## src/rtl/ft_lockstep_voter.sv

```systemverilog
// ft_lockstep_voter: DMR/TMR write-back comparator with majority vote, error
// counting, per-core fault streaks and a recovery request/acknowledge handshake.
module ft_lockstep_voter #(
  parameter int NUM_CORES    = 3,
  parameter int ADDR_WIDTH   = 5,
  parameter int DATA_WIDTH   = 32,
  parameter int CNT_WIDTH    = 8,
  parameter int FAULT_THRESH = 4
) (
  input  logic                             clk_i,
  input  logic                             rst_i,
  input  logic [NUM_CORES-1:0]             valid_i,
  input  logic [NUM_CORES-1:0]             we_i,
  input  logic [NUM_CORES*ADDR_WIDTH-1:0]  addr_i,
  input  logic [NUM_CORES*DATA_WIDTH-1:0]  data_i,
  input  logic                             clear_i,
  input  logic                             recover_ack_i,
  output logic                             valid_o,
  output logic                             we_o,
  output logic [ADDR_WIDTH-1:0]            addr_o,
  output logic [DATA_WIDTH-1:0]            data_o,
  output logic                             error_o,
  output logic                             uncorrectable_o,
  output logic [NUM_CORES-1:0]             faulty_o,
  output logic [CNT_WIDTH-1:0]             err_count_o,
  output logic                             recover_req_o,
  output logic [NUM_CORES-1:0]             recover_core_o
);
  localparam int TW = 2 + ADDR_WIDTH + DATA_WIDTH;
  localparam int SW = $clog2(FAULT_THRESH + 1);
  typedef enum logic {RUN, RECOVER} state_t;
  state_t               r_state;
  logic [SW-1:0]        r_streak [NUM_CORES];
  logic [TW-1:0]        w_t [NUM_CORES];
  logic [TW-1:0]        w_win;
  logic                 w_unc;
  logic                 w_check;
  logic                 w_err;
  logic                 w_good;
  logic [NUM_CORES-1:0] w_faulty;
  logic [NUM_CORES-1:0] w_hit;
  genvar k;
  for (k = 0; k < NUM_CORES; k++) begin : g_tuple
    assign w_t[k]   = {valid_i[k], we_i[k], addr_i[k*ADDR_WIDTH +: ADDR_WIDTH], data_i[k*DATA_WIDTH +: DATA_WIDTH]};
    assign w_hit[k] = w_faulty[k] && r_streak[k] == SW'(FAULT_THRESH - 1);
  end
  assign w_check = r_state == RUN && |valid_i;
  if (NUM_CORES == 3) begin : g_tmr
    logic w_e01, w_e02, w_e12;
    assign w_e01 = w_t[0] == w_t[1];
    assign w_e02 = w_t[0] == w_t[2];
    assign w_e12 = w_t[1] == w_t[2];
    assign w_win = (w_e01 || w_e02) ? w_t[0] : w_t[1];
    assign w_unc = !(w_e01 || w_e02 || w_e12);
    for (k = 0; k < 3; k++) begin : g_flt
      assign w_faulty[k] = w_check && !w_unc && w_t[k] != w_win;
    end
  end else begin : g_dmr
    assign w_win    = w_t[0];
    assign w_unc    = w_t[0] != w_t[1];
    assign w_faulty = '0;
  end
  assign w_good = w_check && !w_unc;
  assign w_err  = w_check && (w_unc || |w_faulty);
  always_ff @(posedge clk_i) begin
    if (rst_i) begin
      r_state         <= RUN;
      valid_o         <= 1'b0;
      we_o            <= 1'b0;
      addr_o          <= '0;
      data_o          <= '0;
      error_o         <= 1'b0;
      uncorrectable_o <= 1'b0;
      faulty_o        <= '0;
      err_count_o     <= '0;
      recover_req_o   <= 1'b0;
      recover_core_o  <= '0;
      for (int i = 0; i < NUM_CORES; i++) r_streak[i] <= '0;
    end else begin
      valid_o         <= w_good && w_win[TW-1];
      we_o            <= w_good && w_win[TW-2];
      error_o         <= w_err;
      uncorrectable_o <= w_check && w_unc;
      faulty_o        <= w_faulty;
      err_count_o     <= clear_i ? '0 : (w_err && ~&err_count_o) ? err_count_o + CNT_WIDTH'(1) : err_count_o;
      if (w_good) begin
        addr_o <= w_win[DATA_WIDTH +: ADDR_WIDTH];
        data_o <= w_win[DATA_WIDTH-1:0];
      end
      for (int i = 0; i < NUM_CORES; i++)
        r_streak[i] <= (r_state == RECOVER && recover_ack_i) ? '0 : w_check ? (w_faulty[i] ? r_streak[i] + SW'(1) : '0) : r_streak[i];
      if (w_check && (w_unc || |w_hit)) begin
        r_state        <= RECOVER;
        recover_req_o  <= 1'b1;
        recover_core_o <= w_unc ? '1 : w_hit;
      end else if (r_state == RECOVER && recover_ack_i) begin
        r_state        <= RUN;
        recover_req_o  <= 1'b0;
        recover_core_o <= '0;
      end
    end
  end
endmodule

```

## config.mk

```make
export PLATFORM = sky130hd
export DESIGN_NAME = ft_lockstep_voter
export DESIGN_NICKNAME = d
export VERILOG_FILES = /design/src/rtl/ft_lockstep_voter.sv
export SDC_FILE = /design/constraint.sdc
export NUM_CORES = 1
export LEC_CHECK = 0
export CORE_ASPECT_RATIO = 1.5
export CORE_MARGIN = 3
export CORE_UTILIZATION = 42
export CTS_BUF_LIST = sky130_fd_sc_hd__clkbuf_8
export DETAILED_ROUTE_END_ITERATION = 12
export PLACE_DENSITY = 0.81
export SLEW_MARGIN = 20
export SYNTH_ARGS = -nofsm -noshare
export SYNTH_HDL_FRONTEND = slang
export SYNTH_SLANG_ARGS = --single-unit
```

## constraint.sdc

```tcl
create_clock -name clk_i -period 3.4 [get_ports clk_i]
set_input_delay 0.85 -clock clk_i [delete_from_list [all_inputs] [get_ports clk_i]]
set_output_delay 0.85 -clock clk_i [all_outputs]
set_load 0.01 [all_outputs]
```

# After elaboration in Yosys (flattened, before gate mapping)
# Memories as Yosys holds them, arrays and structs flattened.
# Cells that the tools add are included.
[totals]
rom_bits = 0
elab_cells = 76
inputBits = 121
latchBits = 0
ram_bits = 9
register_bits = 56
n_memories = 1
[op_classes]
addsub = 4
muxes = 21
multipliers = 0
n_div = 0
bitwise = 4
order_cmp = 0
eq_ne = 9
n_reduce_logical = 27
n_shift = 0
[mem_list]
columns = ["memory", "depth", "word_bits", "rd", "rd_ports_with_merged_regs", "wr", "line_no", "source"]
rows = [
  ["r_streak", 3, 3, 3, 0, 3, "33", "logic [SW-1:0] r_streak [NUM_CORES];"],
]
[ops]
columns = ["cell", "n"]
rows = [
  ["== test 39 bit", 3],
  ["!= test 39 bit", 3],
  ["2-to-1 mux 3 bit", 15],
  ["2-to-1 mux 39 bit", 1],
  ["logical AND 1 bit", 15],
  ["adder 3 x 1 -> 3 bit (second input constant)", 3],
  ["== test 3 x 2 -> 1 bit (second input constant)", 3],
  ["OR reduction 3 bit", 3],
  ["adder 8 x 1 -> 8 bit (second input constant)", 1],
  ["AND reduction 8 bit", 1],
  ["2-to-1 mux 1 bit", 5],
  ["logical OR 1 bit", 4],
  ["OR 1 bit", 3],
  ["logical NOT 1 bit", 2],
  ["nonzero test 2 bit", 1],
  ["OR reduction 2 bit", 1],
  ["inverter 1 bit", 1],
]

# Depth between registers and ports, before layout
[logic_depth]
ltp_word = 10
mapped_depth = 13
depth_no_buf = 10

# Worst setup path before layout
# No wires, ideal clock.
[synth_timing]
path_type = "input to register"
start = "input port data_i[68]"
end = "register recover_core_o[1]"
stages = 13
slack_ns = 0.053
path_buffers = 3
arrival_time_ns = 3.231
path_cell_list = "buf_2 xnor2_1 nand4_1 nor4_1 nand4_1 and2_1 buf_6 buf_6 a221oi_2 nor3_1 and4_1 o41a_1 a31o_1"
[synth_between]
elab_chain_len = 10
[synth_lines]
columns = ["element", "line_no", "source"]
rows = [
  ["start: declaration", "15", "input logic [NUM_CORES*DATA_WIDTH-1:0] data_i,"],
  ["== test 39 bit", "51", "assign w_e02 = w_t[0] == w_t[2];"],
  ["logical OR 1 bit", "53, 54", ""],
  ["2-to-1 mux 39 bit / logical OR 1 bit (equally long branches)", "53, 54", ""],
  ["!= test 39 bit / logical AND 1 bit (equally long branches)", "56", "assign w_faulty[k] = w_check && !w_unc && w_t[k] != w_win;"],
  ["logical AND 1 bit", "56", ""],
  ["logical AND 1 bit", "45", "assign w_hit[k] = w_faulty[k] && r_streak[k] == SW'(FAULT_THRESH - 1);"],
  ["OR reduction 3 bit", "92", "if (w_check && (w_unc || |w_hit)) begin"],
  ["logical OR 1 bit", "92", ""],
  ["logical AND 1 bit", "92", ""],
  ["2-to-1 mux 3 bit / nonzero test 2 bit (equally long branches)", "n/a", ""],
  ["end signal: assignment", "95", "recover_core_o <= w_unc ? '1 : w_hit;"],
  ["end: declaration", "27", "output logic [NUM_CORES-1:0] recover_core_o"],
]
# Parallel ways exist; a longest one is shown, timed or not.
# A chain may end at the register's enable or synchronous reset.

# Final worst setup path
[layout_timing]
start = "input port data_i[44]"
end = "register err_count_o[7]"
[layout_between]
elab_chain_len = 9
[layout_lines]
columns = ["element", "line_no", "source"]
rows = [
  ["== test 39 bit", "50", "assign w_e01 = w_t[0] == w_t[1];"],
  ["logical OR 1 bit", "53, 54", ""],
  ["2-to-1 mux 39 bit / logical OR 1 bit (equally long branches)", "53, 54", ""],
  ["!= test 39 bit / logical AND 1 bit (equally long branches)", "56", ""],
  ["logical AND 1 bit", "56", ""],
  ["OR reduction 3 bit", "64", "assign w_err = w_check && (w_unc || |w_faulty);"],
  ["logical OR 1 bit (*)", "64", ""],
  ["logical AND 1 bit (*)", "64", ""],
  ["logical AND 1 bit (*)", "85", "err_count_o <= clear_i ? '0 : (w_err && ~&err_count_o) ? err_count_o + CNT_WIDTH'(1) : err_count_o;"],
  ["end signal: assignment", "85", ""],
  ["end: declaration", "25", "output logic [CNT_WIDTH-1:0] err_count_o,"],
]
# Mark *: on every way between the ends. The rest lies on a longest branch, timed or not.

==> reports/results.ini <==
[finish]
sequential_cell_area_sq_um=1301
multi_input_logic_area_sq_um=3985
final_util=0.7861
insertedDiodeCount=0
layout-drive-gt1-share=0.3417
n_fill_cell=801
final_net_count=1119
postLayoutCellArea_sq_um=8830
area_growth_syn_to_layout_pct=79.52

[power]
vdd.ir_drop.worst_uv=234.1
power_per_cell_area_nw_per_um2=264.0
power.static_leakage_nw=3.834

[setup_path]
crit_path_buf_inv_count=2
slowest_delay_ns=0.52
cpLargestDelayFamily=simple AND/OR/NAND/NOR gates
crit_chain=dlygate4sd2_1 -> xnor2_1 -> nand4_1 -> nor4_4 -> nand4b_4 -> and2_4 -> buf_6 -> a221oi_4 -> nor3_4 -> o2111a_2 -> or4_4 -> mux2i_1
critical_path.slowest_cell=or4_4
reg2reg_setup_slack_ns=1.48
cp-end-kind=register
worst_ep_required_time_ns=3.66
source_of_the_worst_register_to_register_timing_path=err_count_o[2]
setup.worst_path.start_class=input pin
ff2ff_path_depth=5
reg2reg_to=err_count_o[3]
worstPathMaxFanout=6
worst_ep_arrival_time_ns=3.68
timing.setup.critical_path_class=in2reg

[hold_path]
min_from=r_streak[0][6]
min_path_cells=2
worst_hold_path.endpoint=r_streak[0][6]
worst_hold_path_type=reg2reg

[detailed_routing]
drt_first_iter_violations=387
wl_per_cell_um=21.44
drt_pre_antenna_iters=4
route.vias.total=6595
route.top_layer_used=met4
ant_nets=0
detail_route.vias_per_cell=5.775
wl_um=24480
wl_met3_um=1298
post-route-drc-count=0
metal_1_wl_um=8225
wl_met2_um=12990

[timing]
drv_slew=0
post-route-period-util=1.005
fmax_mhz=292.8
final.setup_skew_ns=0.01551
worst_slew_pin_slew_ns=0.6982
timing.final.ws_setup_ns=-0.01575
timing_hold_violations_final=0
final_critical_delay_including_setup_and_external_delays_ns=3.416
max-slew-margin-rel=0.5296
report.final.setup_viol=2
rsz0062_at_grt=yes

[logic_synthesis]
post_synth_and_or_nand_nor_area_fraction=0.2569
ys_warn_count=0
synth_fp_nets=771
synth_top_family_by_area=simple AND/OR/NAND/NOR gates
synth.mux.area_fraction=0.02442
yosysTopAreaCell=dfxtp_1
yosys_most_used_dff=dfxtp_1
post_synthesis_xor_xnor_area_fraction=0.1941
synth_seq_cells=65
synth-edff-count=0
post_synth.cell_area_avg_sq_um=7.661
postSynthCellCount=642
syn_area_sq_um=4918
ffs_w_async_s_r_synth=0
synth-compound-area-share=0.1898
synth_area_leaders=dfxtp_1, xnor2_1, nand2_1, nor2_1, a311oi_1
synth_common_cells=xnor2_1, nand2_1, nor2_1
synth.distinct_cells=60
netlist.area_leader.share=0.2646
synthMostInstantiatedCell=xnor2_1
synth_area_in_adders=0.02035
synth_seq_area_share=0.2646

[global_routing]
grt_first_pass_wirelength_um=35470
grt_antenna_before_repair=0
gr-usage-all-layers=0.3561
grt_overflow=0
grt_pass1_vias=6795
maximum_number_of_pins_on_one_net_before_global_route_repair=60

[place]
place.detailed.hpwl_um=18650
port-buffer-count=176
placement.cell_area_sq_um=8080
globalplace.congestion=1.000

[clock_network]
number_of_h_tree_levels=3
cts.reportedPaths.clkPinSlew_ns=0.08
clockRootBuffer=clkbuf_8
insertion_delay_ns=0.38
cts_buffer_count=9
max-clock-path-buffers=2
cts.sink_count=65
clock_tree_from_tritoncts=done

[floorplan]
rows=47
chipWidth_um=94.36
die_h_um=138.5
die_area_sq_um=13070
effective_utilization_at_floorplan=0.4379
coreArea_sq_um=11230
io_pins=177

[outcome]
failed_checks=negative setup slack
status=finished, violations left

[flow_run]
max-cap-violations=0

-- layer usage --
layer | vias to the layer above | track usage
met5 | - | 0
li1 | 2998 | -
met3 | 125 | 0.05809
met2 | 340 | 0.6628
met1 | 3132 | 0.3470
met4 | 0 | 0.2390
-- placed cells by master, fill, tap and decap left out, drive strengths merged, types with 12 or more instances in the layout --
cell type        n
dfxtp           65
nor2            73
nor3            14
a311oi          24
mux2i           12
clkdlybuf4s50   60
dlygate4sd2     48
inv             35
nand4           30
buf            194
nand3           14
a211oi          15
nand2b          15
nand2           80
clkbuf          53
xnor2           98
a21oi           30
-- where the power goes --
group	total [mW]	internal, mW	switching, mW
Clock	0.789	0.419	0.369
Sequential	0.777	0.769	0.00828
Combinational	0.766	0.387	0.379
Total	2.33	1.57	0.757
-- cell type report --
| type | count | share of cell area |
|---|---|---|
| clock buffers | 9 | 0.01403 |
| clock inverters | 7 | 0.01148 |
| flip-flops and latches | 65 | 0.1474 |
| repair buffers | 365 | 0.3409 |
| well taps | 147 | 0.02083 |
| inverters | 33 | 0.01403 |
| multi-input cells | 516 | 0.4513 |
-- tightest hold or removal path, stage by stage (launching register included) --
cell and delay, ns:
dfxtp_1 0.33, nand2_1 0.06, a21oi_1 0.05
-- sequential cells by signal, indices dropped and copies added (netlist names), 3 cells and up --
signal and count:
addr_o 5, data_o 32, err_count_o 8, faulty_o 3, r_streak 9, recover_core_o 3
-- through the flow --
step / setup TNS (ns) / std cells / worst slack (ns) / total power, mW / hold WS, ns
after global placement: -32.36 / 1113 / -0.9171 / 1.499 / 0.4417
after global routing: -0.3139 / 1142 / -0.08218 / 2.409 / 0.4872
after detailed placement: -30.67 / 1113 / -0.8865 / 1.505 / 0.4629
final: -0.01825 / 1142 / -0.01575 / 2.331 / 0.4721
after CTS: 0 / 1133 / 0.007384 / 2.293 / 0.4741
after floorplan: 0 / 642 / 0.05331 / 1.036 / 0.4319
-- repair_timing --
| action | in CTS | in global routing |
|---|---|---|
| pin swaps | 58 | 72 |
| setup buffers | 7 | 9 |
| cloned | 0 | 2 |
| hold buffers | 0 | 0 |
| gates resized for setup | 194 | 149 |
| endpoints found under the setup margin | 47 | 57 |
-- cell families after synthesis --
family,after synthesis
adder cells (fa/ha/maj),8
AND/OR/NAND/NOR,262
multiplexers,12
AO/OA/AOI/OAI,125
buffers and inverters,61
flip-flops,65
XOR/XNOR,109
-- worst max path at each step --
stage	start	to	slack, ns	depth (start not counted)
2_1_floorplan	data_i[68]	recover_core_o[1]	0.05	13
3_3_place_gp	data_i[11]	err_count_o[5]	-0.92	15
3_5_place_dp	data_i[11]	err_count_o[5]	-0.89	16
4_1_cts	data_i[45]	err_count_o[7]	0.007	13
5_1_grt	data_i[92]	err_count_o[7]	-0.08	13
6_report	data_i[44]	err_count_o[7]	-0.02	12
Power figures use the tool's default switching activity.
